$ cat src/rtl/muldiv_seq_pkg.sv
// -----------------------------------------------------------------------------
// muldiv_seq_pkg
// Shared definitions for the RV32M multiply/divide sequencer:
//   - funct3 operation codes (F3_*)
//   - iteration count (MD_ITER)
//   - FSM state encodings (MD_IDLE, MD_CALC, MD_DONE)
//   - helpers that decode operand signedness and op class from funct3
// -----------------------------------------------------------------------------
package muldiv_seq_pkg;

  localparam logic [2:0] F3_MUL    = 3'b000;
  localparam logic [2:0] F3_MULH   = 3'b001;
  localparam logic [2:0] F3_MULHSU = 3'b010;
  localparam logic [2:0] F3_MULHU  = 3'b011;
  localparam logic [2:0] F3_DIV    = 3'b100;
  localparam logic [2:0] F3_DIVU   = 3'b101;
  localparam logic [2:0] F3_REM    = 3'b110;
  localparam logic [2:0] F3_REMU   = 3'b111;

  localparam int MD_ITER = 32;

  typedef enum logic [1:0] {
    MD_IDLE = 2'd0,
    MD_CALC = 2'd1,
    MD_DONE = 2'd2
  } md_state_e;

  // Divide class is the upper half of the funct3 space.
  function automatic logic is_div(input logic [2:0] f3);
    return f3[2];
  endfunction

  // op_a is treated as signed for MULH, MULHSU, DIV and REM.
  function automatic logic a_is_signed(input logic [2:0] f3);
    return (f3 == F3_MULH) || (f3 == F3_MULHSU) || (f3 == F3_DIV) || (f3 == F3_REM);
  endfunction

  // op_b is treated as signed for MULH, DIV and REM.
  function automatic logic b_is_signed(input logic [2:0] f3);
    return (f3 == F3_MULH) || (f3 == F3_DIV) || (f3 == F3_REM);
  endfunction

endpackage

$ cat src/rtl/muldiv_seq_step.sv
// -----------------------------------------------------------------------------
// muldiv_step
// Combinational single iteration of the sequencer datapath.
//   Multiply (div_mode=0): {hi, lo} is {accumulator, multiplier}. The
//     multiplicand is added to hi when lo[0] is set, then the 65-bit
//     {carry, sum, lo} is shifted right by one.
//   Divide   (div_mode=1): {hi, lo} is {remainder, quotient}. The next
//     dividend bit (lo MSB) is shifted into the remainder and the divisor is
//     subtracted if the difference is non-negative (restoring division).
// Ports:
//   div_mode in  1 : select divide iteration
//   hi       in  W : accumulator / remainder
//   lo       in  W : multiplier / quotient (dividend bits shift out the top)
//   mcand    in  W : multiplicand / divisor magnitude
//   hi_next  out W : next accumulator / remainder
//   lo_next  out W : next multiplier / quotient
// -----------------------------------------------------------------------------
module muldiv_step #(
  parameter int W = 32
) (
  input  logic         div_mode,
  input  logic [W-1:0] hi,
  input  logic [W-1:0] lo,
  input  logic [W-1:0] mcand,
  output logic [W-1:0] hi_next,
  output logic [W-1:0] lo_next
);

  logic [W:0] sum_s;
  logic [W:0] shl_s;
  logic [W:0] diff_s;

  // One shift-add or restoring-subtract iteration.
  always_comb begin
    sum_s   = {1'b0, hi} + {1'b0, (lo[0] ? mcand : {W{1'b0}})};
    shl_s   = {hi, lo[W-1]};
    diff_s  = shl_s - {1'b0, mcand};
    hi_next = {W{1'b0}};
    lo_next = {W{1'b0}};
    if (div_mode) begin
      // Top bit of the difference is the borrow: clear means remainder >= divisor.
      if (!diff_s[W]) begin
        hi_next = diff_s[W-1:0];
        lo_next = {lo[W-2:0], 1'b1};
      end else begin
        hi_next = shl_s[W-1:0];
        lo_next = {lo[W-2:0], 1'b0};
      end
    end else begin
      hi_next = sum_s[W:1];
      lo_next = {sum_s[0], lo[W-1:1]};
    end
  end

endmodule

$ cat src/rtl/muldiv_seq.sv
// -----------------------------------------------------------------------------
// muldiv_seq
// Iterative RV32M multiply/divide sequencer. Operands are reduced to
// magnitudes on acceptance, iterated MD_ITER times through muldiv_step, and
// sign-corrected on the final edge into the registered result.
// Optional feature macro: MULDIV_FASTPATH_EN -- divide by zero, signed
// divide overflow and multiply by zero skip CALC and finish in one cycle.
// Ports:
//   clk     in  1    : clock, rising edge
//   rst_n   in  1    : asynchronous active-low reset
//   start   in  1    : operation request, sampled only in IDLE
//   flush   in  1    : abort in-flight operation; blocks start in IDLE
//   funct3  in  3    : M-extension operation code
//   op_a    in  XLEN : rs1 value
//   op_b    in  XLEN : rs2 value
//   busy    out 1    : state is not IDLE (registered)
//   done    out 1    : one-cycle pulse with result valid, suppressed by flush
//   result  out XLEN : registered result, held until the next done
// -----------------------------------------------------------------------------
module muldiv_seq
  import muldiv_seq_pkg::*;
#(
  parameter int XLEN = 32
) (
  input  logic            clk,
  input  logic            rst_n,
  input  logic            start,
  input  logic            flush,
  input  logic [2:0]      funct3,
  input  logic [XLEN-1:0] op_a,
  input  logic [XLEN-1:0] op_b,
  output logic            busy,
  output logic            done,
  output logic [XLEN-1:0] result
);

  localparam logic [4:0] CNT_LAST = 5'(MD_ITER - 1);

  md_state_e       state_r;
  logic [4:0]      cnt_r;
  logic [2:0]      f3_r;
  logic            sign_a_r;
  logic            sign_b_r;
  logic [XLEN-1:0] hi_r;
  logic [XLEN-1:0] lo_r;
  logic [XLEN-1:0] mcand_r;
  logic            busy_r;
  logic            done_r;
  logic [XLEN-1:0] result_r;

  logic            sign_a_s;
  logic            sign_b_s;
  logic [XLEN-1:0] mag_a_s;
  logic [XLEN-1:0] mag_b_s;
  logic            fast_s;
  logic [XLEN-1:0] fast_res_s;
  logic [XLEN-1:0] hi_nx_s;
  logic [XLEN-1:0] lo_nx_s;
  logic [2*XLEN-1:0] prod_s;
  logic [2*XLEN-1:0] prod_fix_s;
  logic [XLEN-1:0] quo_fix_s;
  logic [XLEN-1:0] rem_fix_s;
  logic [XLEN-1:0] result_nx_s;

  // Operand sign flags and magnitudes taken at acceptance.
  always_comb begin
    sign_a_s = a_is_signed(funct3) & op_a[XLEN-1];
    sign_b_s = b_is_signed(funct3) & op_b[XLEN-1];
    if (sign_a_s) begin
      mag_a_s = ~op_a + {{(XLEN-1){1'b0}}, 1'b1};
    end else begin
      mag_a_s = op_a;
    end
    if (sign_b_s) begin
      mag_b_s = ~op_b + {{(XLEN-1){1'b0}}, 1'b1};
    end else begin
      mag_b_s = op_b;
    end
  end

`ifdef MULDIV_FASTPATH_EN
  // Detect operations whose result is known without iterating.
  always_comb begin
    fast_s     = 1'b0;
    fast_res_s = {XLEN{1'b0}};
    if (is_div(funct3)) begin
      if (op_b == {XLEN{1'b0}}) begin
        fast_s     = 1'b1;
        fast_res_s = funct3[1] ? op_a : {XLEN{1'b1}};
      end else if (!funct3[0] && (op_a == {1'b1, {(XLEN-1){1'b0}}}) &&
                   (op_b == {XLEN{1'b1}})) begin
        fast_s     = 1'b1;
        fast_res_s = funct3[1] ? {XLEN{1'b0}} : {1'b1, {(XLEN-1){1'b0}}};
      end else begin
        fast_s     = 1'b0;
        fast_res_s = {XLEN{1'b0}};
      end
    end else begin
      if ((op_a == {XLEN{1'b0}}) || (op_b == {XLEN{1'b0}})) begin
        fast_s     = 1'b1;
        fast_res_s = {XLEN{1'b0}};
      end else begin
        fast_s     = 1'b0;
        fast_res_s = {XLEN{1'b0}};
      end
    end
  end
`else
  // Every operation takes the full iterative path.
  always_comb begin
    fast_s     = 1'b0;
    fast_res_s = {XLEN{1'b0}};
  end
`endif

  muldiv_step #(
    .W (XLEN)
  ) u_step (
    .div_mode (is_div(f3_r)),
    .hi       (hi_r),
    .lo       (lo_r),
    .mcand    (mcand_r),
    .hi_next  (hi_nx_s),
    .lo_next  (lo_nx_s)
  );

  // Sign fix-up applied to the output of the final iteration.
  always_comb begin
    prod_s = {hi_nx_s, lo_nx_s};
    if (sign_a_r ^ sign_b_r) begin
      prod_fix_s = ~prod_s + {{(2*XLEN-1){1'b0}}, 1'b1};
    end else begin
      prod_fix_s = prod_s;
    end
    // A zero divisor leaves an all-ones quotient that must not be negated.
    if (mcand_r == {XLEN{1'b0}}) begin
      quo_fix_s = {XLEN{1'b1}};
    end else if (sign_a_r ^ sign_b_r) begin
      quo_fix_s = ~lo_nx_s + {{(XLEN-1){1'b0}}, 1'b1};
    end else begin
      quo_fix_s = lo_nx_s;
    end
    if (sign_a_r) begin
      rem_fix_s = ~hi_nx_s + {{(XLEN-1){1'b0}}, 1'b1};
    end else begin
      rem_fix_s = hi_nx_s;
    end
    case (f3_r)
      F3_MUL:                         result_nx_s = prod_fix_s[XLEN-1:0];
      F3_MULH, F3_MULHSU, F3_MULHU:   result_nx_s = prod_fix_s[2*XLEN-1:XLEN];
      F3_DIV, F3_DIVU:                result_nx_s = quo_fix_s;
      F3_REM, F3_REMU:                result_nx_s = rem_fix_s;
      default:                        result_nx_s = {XLEN{1'b0}};
    endcase
  end

  // Sequencer FSM with iteration counter, datapath and registered outputs.
  always_ff @(posedge clk or negedge rst_n) begin
    if (!rst_n) begin
      state_r  <= MD_IDLE;
      cnt_r    <= 5'd0;
      f3_r     <= 3'd0;
      sign_a_r <= 1'b0;
      sign_b_r <= 1'b0;
      hi_r     <= {XLEN{1'b0}};
      lo_r     <= {XLEN{1'b0}};
      mcand_r  <= {XLEN{1'b0}};
      busy_r   <= 1'b0;
      done_r   <= 1'b0;
      result_r <= {XLEN{1'b0}};
    end else begin
      case (state_r)
        MD_IDLE: begin
          if (start && !flush) begin
            if (fast_s) begin
              state_r  <= MD_DONE;
              busy_r   <= 1'b1;
              done_r   <= 1'b1;
              result_r <= fast_res_s;
            end else begin
              state_r  <= MD_CALC;
              busy_r   <= 1'b1;
              done_r   <= 1'b0;
              cnt_r    <= 5'd0;
              f3_r     <= funct3;
              sign_a_r <= sign_a_s;
              sign_b_r <= sign_b_s;
              hi_r     <= {XLEN{1'b0}};
              // Divide iterates over the dividend; multiply over the multiplier.
              lo_r     <= is_div(funct3) ? mag_a_s : mag_b_s;
              mcand_r  <= is_div(funct3) ? mag_b_s : mag_a_s;
            end
          end else begin
            busy_r <= 1'b0;
            done_r <= 1'b0;
          end
        end
        MD_CALC: begin
          if (flush) begin
            state_r <= MD_IDLE;
            busy_r  <= 1'b0;
            done_r  <= 1'b0;
          end else begin
            hi_r  <= hi_nx_s;
            lo_r  <= lo_nx_s;
            cnt_r <= cnt_r + 5'd1;
            if (cnt_r == CNT_LAST) begin
              state_r  <= MD_DONE;
              done_r   <= 1'b1;
              result_r <= result_nx_s;
            end else begin
              done_r <= 1'b0;
            end
          end
        end
        MD_DONE: begin
          state_r <= MD_IDLE;
          busy_r  <= 1'b0;
          done_r  <= 1'b0;
        end
        default: begin
          state_r <= MD_IDLE;
          busy_r  <= 1'b0;
          done_r  <= 1'b0;
        end
      endcase
    end
  end

  assign busy   = busy_r;
  // A flush arriving in the DONE cycle suppresses the pulse.
  assign done   = done_r & ~flush;
  assign result = result_r;

endmodule
$ cat config.mk
export PLATFORM = sky130hd
export DESIGN_NAME = muldiv_seq
export DESIGN_NICKNAME = d
export VERILOG_FILES = /design/src/rtl/muldiv_seq_pkg.sv /design/src/rtl/muldiv_seq_step.sv /design/src/rtl/muldiv_seq.sv
export SDC_FILE = /design/constraint.sdc
export NUM_CORES = 1
export LEC_CHECK = 0
export ABC_AREA = 0
export BUFFER_PORTS_ARGS = -buffer_cell sky130_fd_sc_hd__buf_2
export CORE_UTILIZATION = 40
export CTS_CLUSTER_DIAMETER = 100
export DETAILED_ROUTE_END_ITERATION = 7
export HOLD_SLACK_MARGIN = 0.06
export PLACE_DENSITY = 0.66
export SLEW_MARGIN = 20
export SYNTH_ARGS = -nofsm -noshare
export SYNTH_HDL_FRONTEND = slang
export SYNTH_SLANG_ARGS = --single-unit
$ cat constraint.sdc
create_clock -name clk -period 7.8 [get_ports clk]
set_input_delay 1.56 -clock clk [delete_from_list [all_inputs] [get_ports clk]]
set_output_delay 1.56 -clock clk [all_outputs]
set_load 0.005 [all_outputs]
## Word level (Yosys, flattened, before mapping)

Index checks and enable logic that the tools add are counted.
Widths: inputs -> output; s select.

- Add/subtract/negate cells: 8
- Eq/ne operators: 17
- Mux-type cells: 33
- Bitwise gates (word level): 10
- Reductions and logical operators: 18

Operator list:

| cell | number |
|---|---|
| $mux 32 | 15 |
| $add 32x1->32 const B | 4 |
| $not 32->32 | 4 |
| $pmux 32 s2 | 2 |
| $pmux 32 s4 | 1 |
| $add 64x1->64 const B | 1 |
| $mux 64 | 1 |
| $not 64->64 | 1 |
| $add 32x32->33 | 1 |
| $sub 33x32->33 | 1 |
| $logic_not 32->1 | 1 |
| $eq 3x3->1 const B | 6 |
| $mux 5 | 2 |
| $pmux 5 s2 | 1 |
| $eq 3x2->1 const B | 3 |
| $eq 3x1->1 const B | 2 |
| $mux 1 | 6 |
| $mux 2 | 3 |
| $ne 2x2->1 const B | 3 |
| $reduce_and 3->1 | 2 |
| $add 5x1->5 const B | 1 |
| $eq 5x5->1 const B | 1 |
| $logic_or 1x1->1 | 5 |
| $pmux 2 s2 | 1 |
| 14 further kinds | 18 |

- Flip-flop bits (word level): 142
- Bits of input ports: 71
- Output and inout bits: 34
- Word-level logic and storage cells: 97

## Longest topological paths before layout

Gate-level depths: netlist of the first run.

- Depth in word-level cells: 9
- Depth in mapped cells: 24
- Mapped depth without buffers: 20

## Modules after synthesis

A second synthesis of the first run with hierarchy kept.

- Cell total of the unflattened synthesis: 2059
- Area, all modules: 15610.0 um^2

By module, submodules not included:

| module | times used | cells each | area each (um^2) |
|---|---|---|---|
| muldiv_seq | 1 | 1392 | 10839.1 |
| muldiv_step | 1 | 667 | 4770.8 |

## Worst setup path before layout of the first run

No wires, ideal clock.

- Path kind: reg2reg
- From: register f3_r[2]
- To: register result_r[12], in the netlist result[12]
- Arrival time: 4.661 ns
- Setup slack: 3.005 ns
- Stages on the path, launching flop included: 22
- Path through: dfrtp_1 -> buf_2 -> buf_2 -> buf_2 -> buf_2 -> buf_2 -> buf_2 -> buf_2 -> buf_2 -> clkbuf_1 -> buf_2 -> a31oi_1 -> inv_1 -> ha_1 -> nor4b_1 -> and3_1 -> clkbuf_1 -> and4_1 -> nor2_1 -> xnor2_1 -> a221oi_1 -> o21ai_0

- Cells in the longest elaborated chain, start to end: 6

Ends and longest elaborated chain:

| what | RTL line | text |
|---|---|---|
| from (decl) | muldiv_seq.sv:41 | `logic [2:0] f3_r;` |
| from (signal assigned) | muldiv_seq.sv:185 | `f3_r <= funct3;` |
| $mux 32 | muldiv_seq_step.sv:40 | `if (div_mode) begin` |
| $not 32->32 | muldiv_seq.sv:139 | `quo_fix_s = ~lo_nx_s + {{(XLEN-1){1'b0}}, 1'b1};` |
| $add 32x1->32 | muldiv_seq.sv:139 |  |
| $mux 32 | muldiv_seq.sv:138 | `end else if (sign_a_r ^ sign_b_r) begin` |
| $mux 32 | muldiv_seq.sv:136 | `if (mcand_r == {XLEN{1'b0}}) begin` |
| $pmux 32 s4 (*) | muldiv_seq.sv:148 | `case (f3_r)` |
| to (signal assigned) | muldiv_seq.sv:170 | `result_r <= {XLEN{1'b0}};` |
| to (signal assigned) | muldiv_seq.sv:179 | `result_r <= fast_res_s;` |
| to (signal assigned) | muldiv_seq.sv:210 | `result_r <= result_nx_s;` |
| to (decl) | muldiv_seq.sv:49 | `logic [XLEN-1:0] result_r;` |

Every way passes the cells marked *; elsewhere a longest branch is shown, timed or not.
A chain may end at the register's enable or synchronous reset.

## Worst setup path in the final report of the first run

- From: register lo_r[31]
- To: register result_r[28], in the netlist result[28]

- Cells in the longest elaborated chain, start to end: 8

Ends and longest elaborated chain:

| what | RTL line | text |
|---|---|---|
| from (decl) | muldiv_seq.sv:45 | `logic [XLEN-1:0] lo_r;` |
| from (signal assigned) | muldiv_seq.sv:166 | `lo_r <= {XLEN{1'b0}};` |
| from (signal assigned) | muldiv_seq.sv:190 | `lo_r <= is_div(funct3) ? mag_a_s : mag_b_s;` |
| from (signal assigned) | muldiv_seq.sv:205 | `lo_r <= lo_nx_s;` |
| $sub 33x32->33 | muldiv_seq_step.sv:37 | `diff_s = shl_s - {1'b0, mcand};` |
| $mux 1 | muldiv_seq_step.sv:42 | `if (!diff_s[W]) begin` |
| $mux 32 | muldiv_seq_step.sv:40 |  |
| $not 32->32 | muldiv_seq.sv:139 |  |
| $add 32x1->32 | muldiv_seq.sv:139 |  |
| $mux 32 | muldiv_seq.sv:138 |  |
| $mux 32 | muldiv_seq.sv:136 |  |
| $pmux 32 s4 (*) | muldiv_seq.sv:148 |  |

Marked as above.

==> out/metrics.csv, run 1 <==
stage;metric;value;unit
run_status;status;finished, final reports clean;
cells_and_area;drive_above_1_share;0.0981;
timing;fin_crit;6.22;ns
global_route;grt_pass1_vias;16100;
yosys;synth_top_cells_by_count;nand2_1 (259), a21oi_1 (245), nor2_1 (239);
yosys;yosysMostFrequentCell;nand2_1;
floorplan;die_h;202;microns
pwr;power.leakage;7.33;nW
clock_network;cts_buffer_depth;2;
clock_network;ctsHoldBuffers;0;
cells_and_area;final_core_util;0.446;
route;dr_total_vias;17400;
clock_network;postCtsSetupBuffers;0;
clock_network;cts_root_buf;clkbuf_16;
yosys;synth_area;16000;sq um
place;port_buffers;104;
timing;slew_violations;0;
worst_setup_path;critical_path_class;flop to flop;
yosys;ys_ff_latch;142;
route;drc;0;
yosys;postSynthNetCount;2340;
yosys;yosysSeqAreaShare;0.223;
yosys;syn_area_per_cell;7.26;sq um
cells_and_area;final_nets;2361;
timing;setup_ws;1.58;ns
timing;setup_viol;0;
route;ant_nets;0;
floorplan;core_area;39000;sq um
clock_network;clkLatencyLatePin;0.47;ns
clock_network;numCtsBuffers;17;
worst_setup_path;required;8.13;ns
cells_and_area;design_area;17400;sq um
place;dpl.hpwl;51400;microns
timing;fin_skew;0.0180;ns
worst_setup_path;worstSetupStartpoint;lo_r[31]$_DFFE_PN0P_;
place;dp.cells;2718;
yosys;synth-edff-count;0;
yosys;async_reset_ff_frac;1.00;
cells_and_area;fillers;4028;
place;place_area;16800;sq um
yosys;ys_top_cells_by_area;dfrtp_1 (22%), a21oi_1 (7.7%), xnor2_1 (6.3%);
pwr;irDropWorstVdd;0.198;mV
clock_network;cts_resized;0;
yosys;synth_area_leader_cell;dfrtp_1;
yosys;yosysTopAreaCellShare;0.223;
floorplan;io_pins;105;
timing;period_share;0.797;
timing;finalSetupTns;0;ns
clock_network;h-tree-depth;4;
global_route;grt_max_degree;117;
worst_setup_path;cp_data_arrival_time;6.55;ns
timing;finalHoldViolations;0;
floorplan;die_width;202;microns
place;gp_congestion;1.07;
clock_network;cts_sinks;142;
floorplan;initial_core_util;0.409;
cells_and_area;final_cells;2752;
min_path;min_path_type;flop to flop;
timing;worst_pin_slew;1.08;ns
worst_setup_path;worstSetupStartpointType;flop;
route;drt-total-wl;65600;microns
worst_setup_path;reg2reg_from;lo_r[31]$_DFFE_PN0P_;
min_path;hp-start;result[2]$_DFFE_PN0P_;
yosys;yosysWarnings;0;
timing;max_slew_margin;0.279;
yosys;yosys_most_used_dff;dfrtp_1;
clock_network;path_clk_slew;0.08;ns
timing;hold_ws;0.479;ns
pwr;p_total;7.58;mW
route;wire_per_inst;23.8;microns
worst_setup_path;cp_max_fo;14;
global_route;grt_pass1_wl;99000;microns
timing;rsz0062_at_grt;false;
route;routed_via_density;6.31;
floorplan;die-area;40700;sq um
job;max_cap_viol_count;0;
floorplan;rows;72;
route;detail_route.iter0.violations;2018;
timing;clock.fmax;0.161;GHz
pwr;p_per_area;436;nW/um^2
yosys;synthCells;2198;
clock_network;cts_tree;yes;
global_route;track_usage;0.321;
yosys;yosysUniqueCellTypes;90;
place;dp_slack;1.77;ns
global_route;antenna_found_initial;8;
cells_and_area;area_delta_synth_final;9.06;%
global_route;grt_overflow;0;
route;drtPass1Iterations;8;
worst_setup_path;end_kind;flop;
registers in the layout (all words and copies together), names as in the netlist:
register  cells
done_r        1
sign_a_r      1
hi_r         32
state_r       2
sign_b_r      1
cnt_r         5
mcand_r      32
f3_r          3
busy          1
lo_r         32
result       32
routing by layer:
layer,routed length [microns],part of all wire,vias to the layer above,global-route usage
met1,27200,0.41,8227,0.422
met4,3710,0.057,2,0.172
li1,-,-,8014,-
met2,28400,0.43,951,0.490
met3,6280,0.096,180,0.0666
met5,14,0.00021,-,0
final cells by class:
type	count	area [sq um]	share of cell area
timing repair buffer	127	702	0.0403
tap	518	648	0.0372
clock inverter	15	144	0.00827
inverter	71	267	0.0153
clock buffer	17	425	0.0244
antenna	2	5.00	0.000288
sequential	142	3560	0.204
multi-input combinational	1860	11700	0.670
report_power, final:
group          total (mW)  internal [mW]  leakage (nW)  switching [mW]
logic                5.54           1.83          5.24            3.71
registers            1.21          0.907          1.81           0.301
clock network       0.838          0.424         0.280           0.414
worst max-delay path, cell delays in order, from the launching register on:
cell	delay [ns]
dfrtp_1	0.40
inv_1	0.10
ha_1	0.23
fa_1	0.42
nand2b_1	0.21
a21oi_2	0.29
o22ai_1	0.20
o21ai_1	0.56
a211oi_4	0.31
o211ai_1	0.30
a21boi_0	0.55
ha_1	0.31
nor4b_1	0.45
and3_1	0.49
and3_1	0.43
and3_1	0.21
a31o_2	0.18
mux2i_1	0.29
a31oi_1	0.12
placed cells by master, fill, tap and decap left out, types with 24 or more instances in the layout:
master   Yosys  routed
a31oi_1     32      32
buf_4        0      24
o21ai_0    193     193
nand3_1     28      28
dfrtp_1    142     141
a21o_1      27      27
mux2i_1     62      62
xnor2_1    115     112
buf_2       22     102
nand4_1     25      25
a21oi_1    245     245
ha_1        69      69
nand2_1    259     258
nor3_1      49      49
nor2_1     239     238
and2_1      48      48
inv_1       70      70
xor2_1      69      69
final timing paths:
kind / endpoint / slack (ns) / cells past startpoint
worst max-delay path: result[28]$_DFFE_PN0P_ / 1.58 / 18
worst min-delay path: result[2]$_DFFE_PN0P_ / 0.48 / 2
worst max register to register: result[28]$_DFFE_PN0P_ / 1.58 / 18
worst min register to register: result[2]$_DFFE_PN0P_ / 0.48 / 2
max in group asynchronous: hi_r[6]$_DFFE_PN0P_ / 5.02 / 3
min in group asynchronous: mcand_r[22]$_DFFE_PN0P_ / 1.11 / 1
cells by family after synthesis:
group	synth area share
fa+ha+maj	0.0566
flops	0.223
mux	0.0488
compound gates	0.291
xor+xnor	0.101
buf+inv	0.0502
simple gates	0.230
(Power assumes the default switching activity.)
==> run 2: changes to the inputs <==
clock period = 6 ns   (was 7.8 ns; I/O delays follow)
==> run 2 against run 1 <==
Against the previous run: clock skew down 0.0057 ns; core utilization grew 0.86 points; via count is 1.2% higher; die area unchanged; power grew 36%; sequential power up 31%; critical path depth is 2 lower; fmax rose by 12%; count of clock-buffer cells in the layout grew 3; non-clock buffer count rose by 40; worst setup slack got worse by 1.1 ns.
==> out/metrics.csv, run 2 (synthesis gave the netlist of run 1 again) <==
stage;metric;value;unit;change
global_route;antenna_found_initial;4;;-4
place;dp.cells;2758;;+1.5%
global_route;grt_pass1_vias;16500;;+2.3%
floorplan;core_area;39000;sq um;unchanged
timing;fin_crit;5.53;ns;-0.687 ns
timing;slew_violations;0;;unchanged
route;drc;0;;unchanged
worst_setup_path;worstSetupStartpointType;flop;;
cells_and_area;final_cell_mix;nand2_1 (258), a21oi_1 (245), nor2_1 (238);;
pwr;power.leakage;7.54;nW;+2.8%
clock_network;ctsHoldBuffers;0;;unchanged
route;drtPass1Iterations;6;;-2
floorplan;initial_core_util;0.409;;unchanged
place;place_area;17100;sq um;+1.8%
min_path;min_path_type;flop to flop;;
worst_setup_path;critical_path_class;flop to flop;;
route;dr_total_vias;17600;;+1.2%
worst_setup_path;end_kind;flop;;
global_route;grt_max_degree;117;;unchanged
timing;max_slew_margin;0.292;;+0.0125
pwr;power_switching;5.83;mW;+32%
worst_setup_path;crit_path_cell_trace;inv_1 > ha_1 > fa_1 > nand2b_1 > a21oi_2 > o22a_2 > a21boi_1 > o2111ai_1 > a21boi_2 > o221a_2 > or4b_1 > nor3_2 > a41oi_1 > xnor2_1 > a221oi_1 > a21oi_1;;
pwr;p_seq_frac;0.154;;-0.005
min_path;hold_path_depth;2;;unchanged
route;wire_per_inst;24.2;microns;+1.5%
cells_and_area;drive_above_1_share;0.113;;+0.0146
clock_network;cts_tree;yes;;
floorplan;die-area;40700;sq um;unchanged
worst_setup_path;cp_num_buf_inv;1;;unchanged
global_route;grt_pass1_wl;102000;microns;+2.8%
place;gp_congestion;0.999;;-6.4%
floorplan;die_h;202;microns;unchanged
route;detail_route.iter0.violations;2170;;+7.5%
clock_network;path_clk_slew;0.07;ns;about the same
pwr;irDropWorstVdd;0.279;mV;+41%
worst_setup_path;required;6.33;ns;-1.80 ns
clock_network;h-tree-depth;4;;unchanged
cells_and_area;final_nets;2401;;+1.7%
worst_setup_path;cpLargestDelayFamily;compound AO/OA/AOI/OAI gates;;
cells_and_area;final_common_cell;nand2_1;;
route;drt-total-wl;67500;microns;+3.0%
timing;rsz0062_at_grt;false;;
cells_and_area;area_delta_synth_final;11.2;%;
timing;setup_viol;0;;unchanged
timing;clock.fmax;0.181;GHz;+12%
place;dpl.hpwl;53700;microns;+4.4%
timing;period_share;0.922;;+0.125
global_route;grt_overflow;0;;unchanged
pwr;switching_share;0.567;;-0.0160
floorplan;rows;72;;unchanged
clock_network;cts_sinks;142;;unchanged
worst_setup_path;rr_worst_depth;16;;-2
clock_network;cts_resized;0;;unchanged
floorplan;io_pins;105;;unchanged
run_status;status;finished, final reports clean;;
timing;fin_skew;0.0123;ns;-0.00575 ns
clock_network;cts_root_buf;clkbuf_16;;
pwr;pwr-share-clk;0.112;;about the same
worst_setup_path;max_stage_delay;0.67;ns;+0.11 ns
global_route;track_usage;0.330;;+0.00914
worst_setup_path;cp_num_cells;16;;-2
cells_and_area;final_cells;2792;;+1.5%
job;max_cap_viol_count;0;;unchanged
clock_network;cts_buffer_depth;2;;unchanged
cells_and_area;fillers;4034;;+0.15%
floorplan;die_width;202;microns;unchanged
cells_and_area;final_core_util;0.455;;+0.00856
pwr;p_per_area;579;nW/um^2;+33%
clock_network;numCtsBuffers;17;;unchanged
timing;worst_pin_slew;1.06;ns;-0.0187 ns
worst_setup_path;slowest_stage;a21boi_2;;
pwr;power_frac_comb;0.734;;+0.004
clock_network;postCtsSetupBuffers;0;;unchanged
timing;finalHoldViolations;0;;unchanged
clock_network;clkLatencyLatePin;0.46;ns;about the same
pwr;internal-power;4.45;mW;+41%
cells_and_area;design_area;17700;sq um;+1.9%
worst_setup_path;cp_max_fo;14;;unchanged
timing;finalSetupTns;0;ns;unchanged
route;ant_nets;0;;unchanged
worst_setup_path;cp_data_arrival_time;5.86;ns;-0.69 ns
route;routed_via_density;6.30;;-0.22%
place;port_buffers;104;;unchanged
-- run 2: layout make-up --
| class | instances | area [sq um] | area share |
|---|---|---|---|
| diodes | 2 | 5.00 | 0.000282 |
| clock inverters | 12 | 159 | 0.00896 |
| inverters | 71 | 267 | 0.0150 |
| repair buffers | 167 | 1000 | 0.0565 |
| multi-input cells | 1860 | 11700 | 0.657 |
| flip-flops and latches | 142 | 3560 | 0.200 |
| well taps | 518 | 648 | 0.0365 |
| clock buffers | 20 | 447 | 0.0252 |
-- run 2: worst reg2reg max path, cell delays in order, from the launching register on --
cell and delay (ns):
dfrtp_1 0.39, inv_1 0.09, ha_1 0.23, fa_1 0.43, nand2b_1 0.20, a21oi_2 0.24, o22a_2 0.25, a21boi_1 0.16
o2111ai_1 0.46, a21boi_2 0.67, o221a_2 0.43, or4b_1 0.61, nor3_2 0.51, a41oi_1 0.21, xnor2_1 0.17, a221oi_1 0.25
a21oi_1 0.10
-- run 2: metal layers --
metal | GRT usage | share of wire | up-vias | wire length (microns)
li1 | - | - | 8111 | -
met1 | 0.436 | 0.42 | 8287 | 28200
met2 | 0.498 | 0.42 | 982 | 28700
met3 | 0.0684 | 0.095 | 204 | 6410
met4 | 0.185 | 0.062 | 4 | 4170
met5 | 0 | 0.00030 | - | 20
-- run 2: metrics by stage --
stage / hold slack, ns / worst slack (ns) / power, mW
2_1_floorplan: 0.445 / 1.20 / 6.33
3_5_place_dp: 0.465 / 0.578 / 8.86
4_1_cts: 0.481 / 0.545 / 10.0
5_1_grt: 0.498 / 0.138 / 10.8
3_3_place_gp: 0.457 / 0.721 / 8.87
6_report: 0.477 / 0.470 / 10.3
-- run 2: worst paths after layout --
path / startpoint / to / slack [ns]
max: lo_r[31]$_DFFE_PN0P_ / result[22]$_DFFE_PN0P_ / 0.47
min: result[3]$_DFFE_PN0P_ / result[3]$_DFFE_PN0P_ / 0.48
max reg2reg: lo_r[31]$_DFFE_PN0P_ / result[22]$_DFFE_PN0P_ / 0.47
min reg2reg: result[3]$_DFFE_PN0P_ / result[3]$_DFFE_PN0P_ / 0.48
max in group asynchronous: rst_n / lo_r[23]$_DFFE_PN0P_ / 3.85
min in group asynchronous: rst_n / mcand_r[19]$_DFFE_PN0P_ / 0.84
-- run 2: power by group through the flow --
stage / logic [mW] / registers (mW) / clock network (mW)
floorplan: 4.95 / 1.39 / 0
global placement: 7.30 / 1.57 / 0
detailed placement: 7.28 / 1.58 / 0
CTS: 7.33 / 1.56 / 1.16
global route: 7.99 / 1.60 / 1.19
finish: 7.55 / 1.58 / 1.15
